**config.mk**
```make
export PLATFORM = sky130hd
export DESIGN_NAME = fire2_squeeze_sched
export DESIGN_NICKNAME = d
export VERILOG_FILES = /design/src/rtl/fire2_squeeze_sched.sv
export SDC_FILE = /design/constraint.sdc
export NUM_CORES = 1
export LEC_CHECK = 0
export CAP_MARGIN = 10
export CORE_MARGIN = 3
export CORE_UTILIZATION = 51
export CTS_CLUSTER_SIZE = 8
export DETAILED_ROUTE_END_ITERATION = 7
export PLACE_DENSITY = 0.81
export SYNTH_ARGS = -nofsm -noshare
export SYNTH_HDL_FRONTEND = slang
export SYNTH_SLANG_ARGS = --single-unit
```
**constraint.sdc**
```tcl
create_clock -name clk -period 3.4 [get_ports clk]
set_input_delay 0.68 -clock clk [delete_from_list [all_inputs] [get_ports clk]]
set_output_delay 0.68 -clock clk [all_outputs]
set_load 0.02 [all_outputs]
```
**src/rtl/fire2_squeeze_sched.sv**
```systemverilog
// fire2_squeeze_sched: sequences IFM reads, waits for the squeeze engine, then writes its DSP_NO results per pixel.
module fire2_squeeze_sched #(
  parameter int WOUT = 64,
  parameter int CHIN = 64,
  parameter int DSP_NO = 16,
  parameter int AW = 20,
  localparam int NPIX = WOUT * WOUT,
  localparam int PW = NPIX > 1 ? $clog2(NPIX) : 1,
  localparam int CW = CHIN > 1 ? $clog2(CHIN) : 1,
  localparam int KW = DSP_NO > 1 ? $clog2(DSP_NO) : 1
) (
  input  logic          clk,
  input  logic          rst,
  input  logic          start,
  input  logic          ram_feedback,
  input  logic          fire2_squeeze_sample,
  output logic          ifm_rd_en,
  output logic [AW-1:0] ifm_addr,
  output logic          fire2_squeeze_en,
  output logic          ofm_wr_en,
  output logic [AW-1:0] ofm_addr,
  output logic [KW-1:0] ofm_sel,
  output logic          busy,
  output logic          fire2_squeeze_finish
);
  typedef enum logic [2:0] {IDLE, ACC, DRAIN, WAIT_S, WRITE, DONE} state_t;
  localparam logic [PW-1:0] PIX_LAST = PW'(NPIX - 1);
  localparam logic [CW-1:0] CH_LAST = CW'(CHIN - 1);
  localparam logic [KW-1:0] K_LAST = KW'(DSP_NO - 1);
  state_t state;
  logic [PW-1:0] pix;
  logic [CW-1:0] ch;
  logic [KW-1:0] k;
  logic [AW-1:0] rd_ptr, wr_ptr;
  // rd_ptr/wr_ptr walk pix*CHIN+ch and pix*DSP_NO+k linearly, so no multiplier is needed
  always_ff @(posedge clk or posedge rst)
    if (rst) begin
      state <= IDLE;
      pix <= '0;
      ch <= '0;
      k <= '0;
      rd_ptr <= '0;
      wr_ptr <= '0;
      ifm_rd_en <= 1'b0;
      ifm_addr <= '0;
      fire2_squeeze_en <= 1'b0;
      ofm_wr_en <= 1'b0;
      ofm_addr <= '0;
      ofm_sel <= '0;
      busy <= 1'b0;
      fire2_squeeze_finish <= 1'b0;
    end else begin
      fire2_squeeze_en <= ifm_rd_en;
      fire2_squeeze_finish <= 1'b0;
      ifm_rd_en <= 1'b0;
      case (state)
        IDLE: if (start) begin
          state <= ACC;
          busy <= 1'b1;
          pix <= '0;
          ch <= '0;
          k <= '0;
          rd_ptr <= '0;
          wr_ptr <= '0;
        end
        ACC: begin
          // while stalled, ifm_addr parks on the address about to be read
          ifm_addr <= rd_ptr;
          if (ram_feedback) begin
            ifm_rd_en <= 1'b1;
            rd_ptr <= rd_ptr + 1'b1;
            ch <= ch == CH_LAST ? '0 : ch + 1'b1;
            if (ch == CH_LAST) state <= DRAIN;
          end
        end
        DRAIN: state <= WAIT_S;
        WAIT_S: if (fire2_squeeze_sample) begin
          state <= WRITE;
          ofm_wr_en <= 1'b1;
          ofm_addr <= wr_ptr;
          ofm_sel <= '0;
          wr_ptr <= wr_ptr + 1'b1;
          k <= '0;
        end
        WRITE: if (k == K_LAST) begin
          ofm_wr_en <= 1'b0;
          k <= '0;
          if (pix == PIX_LAST) begin
            state <= DONE;
            fire2_squeeze_finish <= 1'b1;
            busy <= 1'b0;
          end else begin
            pix <= pix + 1'b1;
            ch <= '0;
            state <= ACC;
          end
        end else begin
          k <= k + 1'b1;
          ofm_sel <= k + 1'b1;
          ofm_addr <= wr_ptr;
          wr_ptr <= wr_ptr + 1'b1;
        end
        DONE: state <= IDLE;
        default: state <= IDLE;
      endcase
    end
endmodule

```
==> impl_metrics.toml <==
[grt]
grt_pass1_vias = 4341
track_usage = 0.214
antenna_found_initial = 0
grt_pass1_wl_mm = 19.9
grt_overflow_total = 0
grt_max_degree = 115

[sta]
drv_slew = 0
slew_headroom = 0.504
tns_ns = 0
worst_slew_pin_slew_ns = 0.724
worst_hold_slack_ns = 0.371
rsz0062_at_grt = "false"
min_period_over_period = 0.687
hold_violations = 0
fmax_mhz = 428
min_period_ns = 2.34
setup_viol = 0
finClkSkew_ns = 0.00681

[critical_path]
endpoint_kind = "flip-flop"
reg2reg_from = "pix[0]"
crit_path_end = "pix[11]"
required_ns = 3.79
cp-startpoint = "pix[0]"
worst_ep_arrival_time_ns = 2.72
critical_path_class = "reg2reg"
worst_setup_path_start_kind = "flip-flop"
reg2regPathDepth = 6
path_max_fanout = 14
reg2reg_to = "pix[11]"
r2r_setup_slack_ns = 1.06

[place]
gp_congestion = 0.794
place.port_buffers = 53
dpl.hpwl_mm = 7.27

[pwr]
p_clk_frac = 0.437
power_mw = 3.79
sw_frac_of_total = 0.266
ir_worst_vdd_uv = 355
sequentialPowerShare = 0.444
switchingPower_mw = 1.01
combPwrFrac = 0.119
internal_power_mw = 2.78
p_per_area_nw_per_um2 = 584
power.leakage_nw = 3.02

[detailed_routing]
wirelength_mm = 11.5
drt-vias-per-instance = 5.62
drc = 0
vias = 4309
ant_nets = 0
detail_route.wl_per_cell_um = 15.0
dr.first_iter.drc_count = 296
dr.pass1.iters = 5

[floorplanning]
io_pins = 54
die_w_um = 108
rows = 36
die_area_sq_um = 11600
fp.dieH_um = 108
start_util = 0.534
core-area_sq_um = 9910

[synthesis]
synth_cell_types = 55
syn_area_per_cell_sq_um = 9.29
netlist.area_leader.share = 0.539
synthFlopType = "dfrtp_1"
synthTopCellsByArea = "dfrtp_1 (54%), nand2_1 (11%), xor2_1 (4.3%), nor2_1 (3.8%), o21ai_0 (3.1%)"
ys_seq_area_frac = 0.539
async_reset_ff_frac = 1.00
synthesis.area_sq_um = 5290
syn_nets = 579
synth_edf_count = 0
yosys_warnings = 0
synth.largest_area_cell = "dfrtp_1"
ys_seq_elements = 114
syn_inst = 569

[cts]
cts_made_buffers = 17
postCtsHoldBufs = 0
cts_tree = "built"
cts.sinks = 114
clockBufferDepth = 2
post_cts_resized = 0
postCtsSetupBuffers = 0
ctsHtreeMaxLevel = 4
clk_latency_ns = 0.51
cts_root_buf = "clkbuf_8"
clk_pin_slew_ns = 0.06

[min_path]
hold_start = "ifm_rd_en"
hold_path.class = "reg2reg"

[job]
drv_cap = 0

[finish]
drive_above_1_share = 0.0836
fill_cells = 771
n_antenna_cell = 0
syn2layout_area_growth_pct = 22.8
nets = 633

[outcome]
outcome = "finished clean"
-- cell usage in the layout, fill, tap and decap left out, drive strengths merged, types with 2 or more instances in the layout --
cell type and n:
nand2 154, dfrtp 114, nor2 55, clkdlybuf4s50 53, o21ai 41, nand3 31
xor2 26, clkbuf 20, nand4 15, a21oi 9, inv 8, and3 8
buf 8, o31ai 7, xnor2 7, nor4 7, a31oi 5, nor3 5
and4 5, ha 5, clkinv 5, nand4b 4, a22o 4, clkinvlp 4
o41ai 3, and2 3, a21o 3, nand2b 2, or4 2, bufinv 2
nor3b 2, or2 2, nor4b 2
-- worst max-delay path: stages, from the launching register on --
cell     delay [ns]
dfrtp_1        0.41
ha_1           0.22
nand3_1        0.22
or4_1          0.75
nand3_2        0.30
nor4b_1        0.08
a211o_1        0.23
-- flip-flops by register name, summed over array words and instances, names as in the netlist --
name and flops:
ofm_addr 20, pix 12, ifm_rd_en 1, fire2_squeeze_en 1, ofm_wr_en 1, k 4, ofm_sel 4, rd_ptr 20
busy 1, wr_ptr 20, fire2_squeeze_finish 1, ch 6, ifm_addr 20, state 3
-- cells by family after synthesis --
group | after synthesis | share of synthesized area
mux | 1 | 0.00189
xor+xnor | 33 | 0.0546
compound gates | 80 | 0.0932
fa+ha+maj | 5 | 0.0118
buf+inv | 35 | 0.0319
flops | 114 | 0.539
simple gates | 301 | 0.267
-- layout make-up --
cell class,instances,area (sq um),share of cell area
sequential,114,2850,0.439
multi-input combinational,420,2280,0.351
timing repair buffer,61,603,0.0929
clock buffer,20,445,0.0686
tap,133,166,0.0256
clock inverter,10,111,0.0171
inverter,9,37.5,0.00578
-- worst min-delay path by stage --
stage                       end  depth (start not counted)  slack (ns)
4_1_cts        fire2_squeeze_en                          0        0.37
3_5_place_dp   fire2_squeeze_en                          0        0.36
2_1_floorplan             ch[4]                          1        0.45
6_report       fire2_squeeze_en                          0        0.37
3_3_place_gp   fire2_squeeze_en                          0        0.36
5_1_grt        fire2_squeeze_en                          0        0.39
-- synthesized netlist by cell type, drive strengths merged, types with 8 or more instances --
master	instances
a21oi	9
and3	8
buf	13
clkbuf	13
dfrtp	114
inv	9
nand2	154
nand3	31
nand4	15
nor2	55
o21ai	41
xor2	26
-- per-layer routing --
layer  part of all wire  track usage
met5                  0            0
met4             0.0091       0.0794
met3              0.048       0.0582
met2               0.51        0.359
met1               0.43        0.265
-- power by group through the flow --
stage | Sequential (mW) | Combinational [mW] | Clock [mW]
global placement | 1.69 | 0.431 | 0
finish | 1.68 | 0.450 | 1.66
detailed placement | 1.69 | 0.450 | 0
CTS | 1.68 | 0.458 | 1.68
floorplan | 1.72 | 0.231 | 0
global route | 1.71 | 0.501 | 1.76
-- per-stage QoR --
step,instance area [sq um],cells,utilization,worst slack (ns)
finish,6490,767,0.655,1.06
global route,6490,767,0.655,0.925
CTS,6490,767,0.655,1.08
detailed placement,5940,737,0.599,0.851
global placement,5940,737,0.599,0.885
floorplan,5290,569,-,1.33
(Power assumes the default switching activity.)
